--- src/rtl/ccu_sync_en_gen_pkg.sv ---
// ccu_sync_en_gen_pkg: channel state encoding and reset-time period/offset defaults for the sync-enable generator
package ccu_sync_en_gen_pkg;
  typedef enum logic [1:0] {CH_IDLE, CH_ARM, CH_RUN, CH_DRAIN} ch_state_t;
  localparam int CCU_DEF_PER_M1 = 15;
  localparam int CCU_DEF_S2C_OFS = 0;
  localparam int CCU_DEF_C2S_OFS = 2;
endpackage

--- src/rtl/ccu_sync_en_gen_ch_fsm.sv ---
// ccu_sync_en_gen_ch_fsm: one channel's boundary-aligned start/stop FSM (boundary/ch_en/ch_stop/hit_* in; running and registered pulses out)
module ccu_sync_en_gen_ch_fsm
  import ccu_sync_en_gen_pkg::*;
(
  input  logic gclk,
  input  logic rst_por_,
  input  logic boundary,
  input  logic ch_en,
  input  logic ch_stop,
  input  logic hit_s2c,
  input  logic hit_c2s,
  output logic running,
  output logic s2c_pulse,
  output logic c2s_pulse
);
  ch_state_t state, state_nxt;
  logic run_nxt;
  always_comb begin
    state_nxt = state;
    case (state)
      CH_IDLE:  state_nxt = ch_en && !ch_stop ? CH_ARM : CH_IDLE;
      CH_ARM:   state_nxt = !ch_en ? CH_IDLE : boundary ? CH_RUN : CH_ARM;
      CH_RUN:   state_nxt = !ch_en || ch_stop ? CH_DRAIN : CH_RUN;
      CH_DRAIN: state_nxt = boundary ? CH_IDLE : CH_DRAIN;
      default:  state_nxt = CH_IDLE;
    endcase
  end
  assign run_nxt = state_nxt == CH_RUN || state_nxt == CH_DRAIN;
  always_ff @(posedge gclk or negedge rst_por_) begin
    if (!rst_por_) begin
      state     <= CH_IDLE;
      running   <= 1'b0;
      s2c_pulse <= 1'b0;
      c2s_pulse <= 1'b0;
    end else begin
      state     <= state_nxt;
      running   <= run_nxt;
      s2c_pulse <= run_nxt && hit_s2c;
      c2s_pulse <= run_nxt && hit_c2s;
    end
  end
endmodule

--- src/rtl/ccu_sync_en_gen.sv ---
// ccu_sync_en_gen: shared-phase multi-channel cmp<->slow sync pulse generator (cfg_* programs period/offsets at boundaries, ch_* start/stop channels)
module ccu_sync_en_gen
  import ccu_sync_en_gen_pkg::*;
#(
  parameter int NUM_CH      = 4,
  parameter int CNT_W       = 4,
  parameter int DEF_PER_M1  = CCU_DEF_PER_M1,
  parameter int DEF_S2C_OFS = CCU_DEF_S2C_OFS,
  parameter int DEF_C2S_OFS = CCU_DEF_C2S_OFS
) (
  input  logic              gclk,
  input  logic              rst_por_,
  input  logic              cfg_req,
  input  logic [CNT_W-1:0]  cfg_per_m1,
  input  logic [CNT_W-1:0]  cfg_s2c_ofs,
  input  logic [CNT_W-1:0]  cfg_c2s_ofs,
  output logic              cfg_ack,
  output logic              cfg_err,
  output logic              cfg_busy,
  input  logic [NUM_CH-1:0] ch_en,
  input  logic [NUM_CH-1:0] ch_stop,
  output logic [NUM_CH-1:0] ch_running,
  output logic [NUM_CH-1:0] slow_cmp_sync_en,
  output logic [NUM_CH-1:0] cmp_slow_sync_en,
  output logic [CNT_W-1:0]  phase_cnt
);
  logic [CNT_W-1:0] per_m1, s2c_ofs, c2s_ofs;
  logic [CNT_W-1:0] pend_per_m1, pend_s2c_ofs, pend_c2s_ofs;
  logic [CNT_W-1:0] phase_nxt, s2c_nxt, c2s_nxt;
  logic boundary, apply, cfg_bad, hit_s2c, hit_c2s;
  assign boundary  = phase_cnt == per_m1;
  assign apply     = boundary && cfg_busy;
  assign phase_nxt = boundary ? '0 : phase_cnt + 1'b1;
  assign s2c_nxt   = apply ? pend_s2c_ofs : s2c_ofs;
  assign c2s_nxt   = apply ? pend_c2s_ofs : c2s_ofs;
  assign hit_s2c   = phase_nxt == s2c_nxt;
  assign hit_c2s   = phase_nxt == c2s_nxt;
  assign cfg_bad   = cfg_per_m1 == '0 || cfg_s2c_ofs > cfg_per_m1 || cfg_c2s_ofs > cfg_per_m1 || cfg_busy;
  always_ff @(posedge gclk or negedge rst_por_) begin
    if (!rst_por_) begin
      phase_cnt    <= '0;
      per_m1       <= CNT_W'(DEF_PER_M1);
      s2c_ofs      <= CNT_W'(DEF_S2C_OFS);
      c2s_ofs      <= CNT_W'(DEF_C2S_OFS);
      pend_per_m1  <= '0;
      pend_s2c_ofs <= '0;
      pend_c2s_ofs <= '0;
      cfg_ack      <= 1'b0;
      cfg_err      <= 1'b0;
      cfg_busy     <= 1'b0;
    end else begin
      phase_cnt <= phase_nxt;
      cfg_ack   <= apply;
      cfg_err   <= cfg_req && cfg_bad;
      cfg_busy  <= (cfg_busy && !apply) || (cfg_req && !cfg_bad);
      if (apply) begin
        per_m1  <= pend_per_m1;
        s2c_ofs <= pend_s2c_ofs;
        c2s_ofs <= pend_c2s_ofs;
      end
      if (cfg_req && !cfg_bad) begin
        pend_per_m1  <= cfg_per_m1;
        pend_s2c_ofs <= cfg_s2c_ofs;
        pend_c2s_ofs <= cfg_c2s_ofs;
      end
    end
  end
  for (genvar i = 0; i < NUM_CH; i++) begin : g_ch
    ccu_sync_en_gen_ch_fsm u_fsm (
      .gclk      (gclk),
      .rst_por_  (rst_por_),
      .boundary  (boundary),
      .ch_en     (ch_en[i]),
      .ch_stop   (ch_stop[i]),
      .hit_s2c   (hit_s2c),
      .hit_c2s   (hit_c2s),
      .running   (ch_running[i]),
      .s2c_pulse (slow_cmp_sync_en[i]),
      .c2s_pulse (cmp_slow_sync_en[i])
    );
  end
endmodule

--- config.mk ---
export PLATFORM = sky130hd
export DESIGN_NAME = ccu_sync_en_gen
export DESIGN_NICKNAME = d
export VERILOG_FILES = /design/src/rtl/ccu_sync_en_gen_pkg.sv /design/src/rtl/ccu_sync_en_gen_ch_fsm.sv /design/src/rtl/ccu_sync_en_gen.sv
export SDC_FILE = /design/constraint.sdc
export NUM_CORES = 1
export LEC_CHECK = 0
export ABC_AREA = 1
export CAP_MARGIN = 10
export CELL_PAD_IN_SITES_DETAIL_PLACEMENT = 0
export CELL_PAD_IN_SITES_GLOBAL_PLACEMENT = 1
export CORE_ASPECT_RATIO = 2
export CORE_MARGIN = 2
export CORE_UTILIZATION = 30
export CTS_CLUSTER_SIZE = 25
export DETAILED_ROUTE_END_ITERATION = 6
export PLACE_DENSITY_LB_ADDON = 0.12
export SLEW_MARGIN = 30
export SYNTH_ARGS = -nofsm -noshare
export SYNTH_HDL_FRONTEND = slang
export SYNTH_HIERARCHICAL = 1
export SYNTH_SLANG_ARGS = --single-unit
--- constraint.sdc ---
create_clock -name gclk -period 2.6 [get_ports gclk]
set_clock_uncertainty 0.05 [all_clocks]
set_input_delay 0.65 -clock gclk [delete_from_list [all_inputs] [get_ports gclk]]
set_output_delay 0.65 -clock gclk [all_outputs]
set_load 0.05 [all_outputs]
======== Word-level counts from Yosys, hierarchy flattened ========
Index checks and enable logic that the tools add are counted.
cells by class
  muxes and demuxes ....................... 21
  add/subtract/negate cells ............... 1
  reduce and logical (&&, ||, !) cells .... 43
  equality and inequality tests ........... 23
  magnitude comparators ................... 2
operators with widths
  kind                   number
  $eq A2 B2 Y1 const B   16
  $pmux W2 S4            4
  $logic_and A1 B1 Y1    16
  $eq A4 B4 Y1           3
  $logic_or A1 B1 Y1     12
  $mux W2                6
  $mux W4                3
  $logic_not A1 Y1       10
  $eq A2 B1 Y1 const B   4
  $gt A4 B4 Y1           2
  $logic_not A2 Y1       4
  $mux W1                8
  $add A4 B1 Y4 const B  1
  $logic_not A4 Y1       1
storage, ports and cells
  output and inout bits ................... 19
  input port bits ......................... 23
  logic and storage cells ................. 116
  bits in registers ....................... 51

======== Depth between registers and ports, before layout ========
  word-level depth ........................ 7
  gate-level depth with buffers ........... 13
  depth with buffers taken out ............ 13

======== Cells and area by module ========
The synthesis kept the hierarchy.
by module, submodules not included
  module                  cells each  instances  area each (µm²)  sequential area each (µm²)
  ccu_sync_en_gen         215         1          1767.9           782.0
  ccu_sync_en_gen_ch_fsm  25          4          222.7            125.1

======== Least setup slack after synthesis ========
OpenSTA, ideal clock, no wires.
  path type ............................... input port to flip-flop
  start point ............................. in cfg_per_m1[3]
  end point ............................... reg pend_per_m1[1]
  slack ................................... 0.608 ns
  cell stages on the path ................. 9
  data required time ...................... 2.423 ns
  library setup time ...................... 0.127 ns
  path buffers ............................ 1
  arrival ................................. 1.814 ns
  path through ............................ inv_1 ha_1 a21oi_1 o21ai_0 a21oi_2 nand3_2 buf_2 nand2_1 o21ai_0
between the ends
  longest elaborated chain between the ends .. 6
  elaborated cells between the ends (all ways) .. 8
  those cells by class .................... order compare (2); reduce/logical (6)
ends and longest elaborated chain
  element                                                  line                   source
  start: declaration                                       ccu_sync_en_gen.sv:14  input logic [CNT_W-1:0] cfg_per_m1,
  $gt A4 B4 Y1 / $logic_not A4 Y1 (equally long branches)  ccu_sync_en_gen.sv:38  assign cfg_bad = cfg_per_m1 == '0 || cfg_s2c_ofs > cfg_per_m1 || cfg_c2s_ofs > cfg_per_m1 || cfg_busy;
  $logic_or A1 B1 Y1                                       ccu_sync_en_gen.sv:38
  $logic_or A1 B1 Y1 * (2 in a row)                        ccu_sync_en_gen.sv:38
  $logic_not A1 Y1 *                                       ccu_sync_en_gen.sv:61  if (cfg_req && !cfg_bad) begin
  $logic_and A1 B1 Y1 *                                    ccu_sync_en_gen.sv:61
  end signal: assignment                                   ccu_sync_en_gen.sv:62  pend_per_m1 <= cfg_per_m1;
  end: declaration                                         ccu_sync_en_gen.sv:28  logic [CNT_W-1:0] pend_per_m1, pend_s2c_ofs, pend_c2s_ofs;
Every way passes the cells marked *; elsewhere a longest branch is shown, timed or not.
A chain may end at the register's enable or synchronous reset.

======== Final worst setup path ========
  start point ............................. reg phase_cnt[2]
  end point ............................... out phase_cnt[2]
RTL lines
  element                   line                   source
  start: declaration        ccu_sync_en_gen.sv:25  output logic [CNT_W-1:0] phase_cnt
  start signal: assignment  ccu_sync_en_gen.sv:52  phase_cnt <= phase_nxt;
No word-level cell between the ends.

==> impl_results.md <==
- CTS tree: yes
- I/O pin cnt: 42
- Yosys warning count: 6
- PD cells: 1262 nW/um^2
- Commonest non-fill, non-tap cells in the layout: nand2_1, inv_1, dfrtp_1
- Multi-input logic area: 1147 um^2
- Worst path buffer plus inverter count: 1
- Crit-path slowest cell: clkdlybuf4s50_1
- Worst-margin pin slew: 0.5083 ns
- Crit path largest cell delay: 0.84 ns
- Number of gates resized after CTS: 0
- Cell variety after synth: 23
- Post CTS Setup Buffer Count: 0
- Worst hold slack: 0.2086 ns
- Post-placement cell area: 3194 um^2
- Synth Instances: 315
- Htree depth: 2
- Final nets: 394
- Initial antenna violation count: 0
- TritonRoute pass-1 iters: 4
- IO Port Bufs: 41
- Crit path launch type: flop
- CP Max Fanout: 6
- Pins Over Slew Limit: 0
- CTS Root Cell: clkbuf_16
- Global-route wire length before repair: 10.45 mm
- Critical Path RT: 1.90 ns
- CTS Hold Bufs: 0
- WL final: 6.257 mm
- Status: completed
- Yosys reg bits: 51
- Period minus WS final: 2.286 ns
- Worst VDD drop: 318.0 uV
- Finished layout cell area: 3357 um^2
- MaxCap Viol Count: 0
- # fillers: 939
- Final critical-path share of the clock period: 87.92%
- First DRT Iteration DRCs: 76
- Non-Filler Instances: 463
- Register area: 1282 um^2
- Worst-path clk slew: 0.07 ns
- Total grt overflow: 0
- GP Congestion: 0.7711
- Layout cells sized above 1: 12.40%
- CTS Buf Count: 5
- CP Cell Sequence: clkdlybuf4s50_1
- DP HPWL: 5.078 mm
- Antenna viol nets, final: 0
- Setup CP Type: reg2out
- Seq/Total Area, Yosys: 48.24%
- Num rows: 48
- Mapped cell area: 2659 um^2
- Met1 WL: 2.110 mm
- Drt via density: 4.590
- Arrival time at the worst endpoint: 1.59 ns
- Post-synthesis area per instance: 8.441 um^2
- Final Hold Fails: 0
- Net Count, Synth: 347
- Power Total: 4238 uW
- Worst-skew pair later-pin latency: 0.29 ns
- Clk sinks: 51
- Top FF cell, synth: dfrtp_1
- DR DRC count: 0
- Delay-heaviest family, CP: buffers and inverters
- Core ar.: 8648 um^2
- Area grow syn2layout: 26.26%
- Routed wl met2: 3.763 mm
- Sum of negative setup slack: 0 ns
- RSZ-0062 raised after global routing: false
- Avg WL per Cell: 13.51 um
- Synth async-reset ratio: 100.0%
- Dpl cells: 455
- Commonest non-fill, non-tap cell in the layout: nand2_1
- Chip Height: 137.1 um
- Met3 wire length: 179 um
- Max_slew headroom: 66.08%
- Leak Pwr: 0.001722 uW
- Largest net degree at the start of global routing: 26
- Vias in the first global route: 2121
- ANT cells: 0
- Post-synth EDFFs: 0
- Overall global routing resource usage: 14.43%
- Max Fclk: 437.4 MHz
- Clock buffer depth: 2
- Max layer used: met4
- Initial Util: 30.74%
- Die W: 70.57 um
- Setup crit end kind: primary output
- Vias: 2125
- Final setup vio count: 0
- Min-Delay Path Class: in2async
- Die ar.: 9678 um^2
## layer usage
metal / vias up / GRT usage [%]
met5: - / 0
met4: 0 / 7.862
met3: 8 / 2.356
met2: 42 / 28.77
met1: 979 / 13.45
li1: 1096 / -
## stage by stage
step | worst slack (ns) | utilization (%)
floorplan | 0.6085 | -
global placement | 0.02121 | 36.94
detailed placement | -0.01844 | 36.94
CTS | 0.2762 | 38.82
global route | 0.1418 | 38.82
finish | 0.3140 | 38.82
## worst paths after layout
check,from,endpoint,slack [ns],depth (start not counted)
max in group asynchronous,rst_por_,c2s_ofs[1]$_DFF_PN1_,1.63,2
hold / removal,rst_por_,pend_per_m1[1]$_DFFE_PN0P_,0.21,1
setup reg to reg,per_m1[1]$_DFFE_PN1N_,g_ch[0].u_fsm/s2c_pulse$_DFF_PN0_,0.42,11
hold reg to reg,pend_per_m1[0]$_DFFE_PN0P_,pend_per_m1[0]$_DFFE_PN0P_,0.44,2
setup / recovery,phase_cnt[2]$_DFF_PN0_,phase_cnt[2],0.31,1
min in group gclk,pend_per_m1[0]$_DFFE_PN0P_,pend_per_m1[0]$_DFFE_PN0P_,0.44,2
## sequential cells by signal (all words and copies together) (netlist names)
name / flops
pend_c2s_ofs: 4
g_ch.u_fsm/state: 8
g_ch.u_fsm/c2s_pulse: 4
phase_cnt: 4
g_ch.u_fsm/running: 4
pend_s2c_ofs: 4
cfg_err: 1
cfg_ack: 1
cfg_busy: 1
per_m1: 4
g_ch.u_fsm/s2c_pulse: 4
c2s_ofs: 4
s2c_ofs: 4
pend_per_m1: 4
## area by class of cell
cell class	count	share of cell area, %
well taps	100	3.727
inverters	51	5.703
clock inverters	1	0.8945
clock buffers	7	3.951
flip-flops and latches	51	38.20
multi-input cells	208	34.18
repair buffers	45	13.34
## cell usage after synthesis (5+ instances only)
cell      instances  area (um^2)
nor2_1           17        63.81
dfrtp_1          46         1151
nand4_1          17        106.4
a21oi_1           7        35.03
a21boi_1          8        60.06
nand3_1          18        90.09
ha_1              9        112.6
nand2_1          87        326.6
dfstp_2           5        131.4
inv_1            48        180.2
nand2_2          12        75.07
o21ai_0          14        70.07
## cells by family (layout without fill, tap and decap cells)
kind of cell    count (synthesis)  count (layout)  synth area share, %
compound gates                 34              34                7.294
xor+xnor                        1               1               0.3295
fa+ha+maj                       9               9                4.235
buf+inv                        56             104                8.611
flops                          51              51                48.24
simple gates                  164             164                31.29
## where the power goes
part / switching, uW / leakage [uW] / internal, uW
sequential: 236 / 0.000635 / 1140
combinational: 1410 / 0.00101 / 712
clock: 288 / 0.0000781 / 456
total: 1930 / 0.00172 / 2310
No activity file was read; power rests on OpenSTA's default activity.
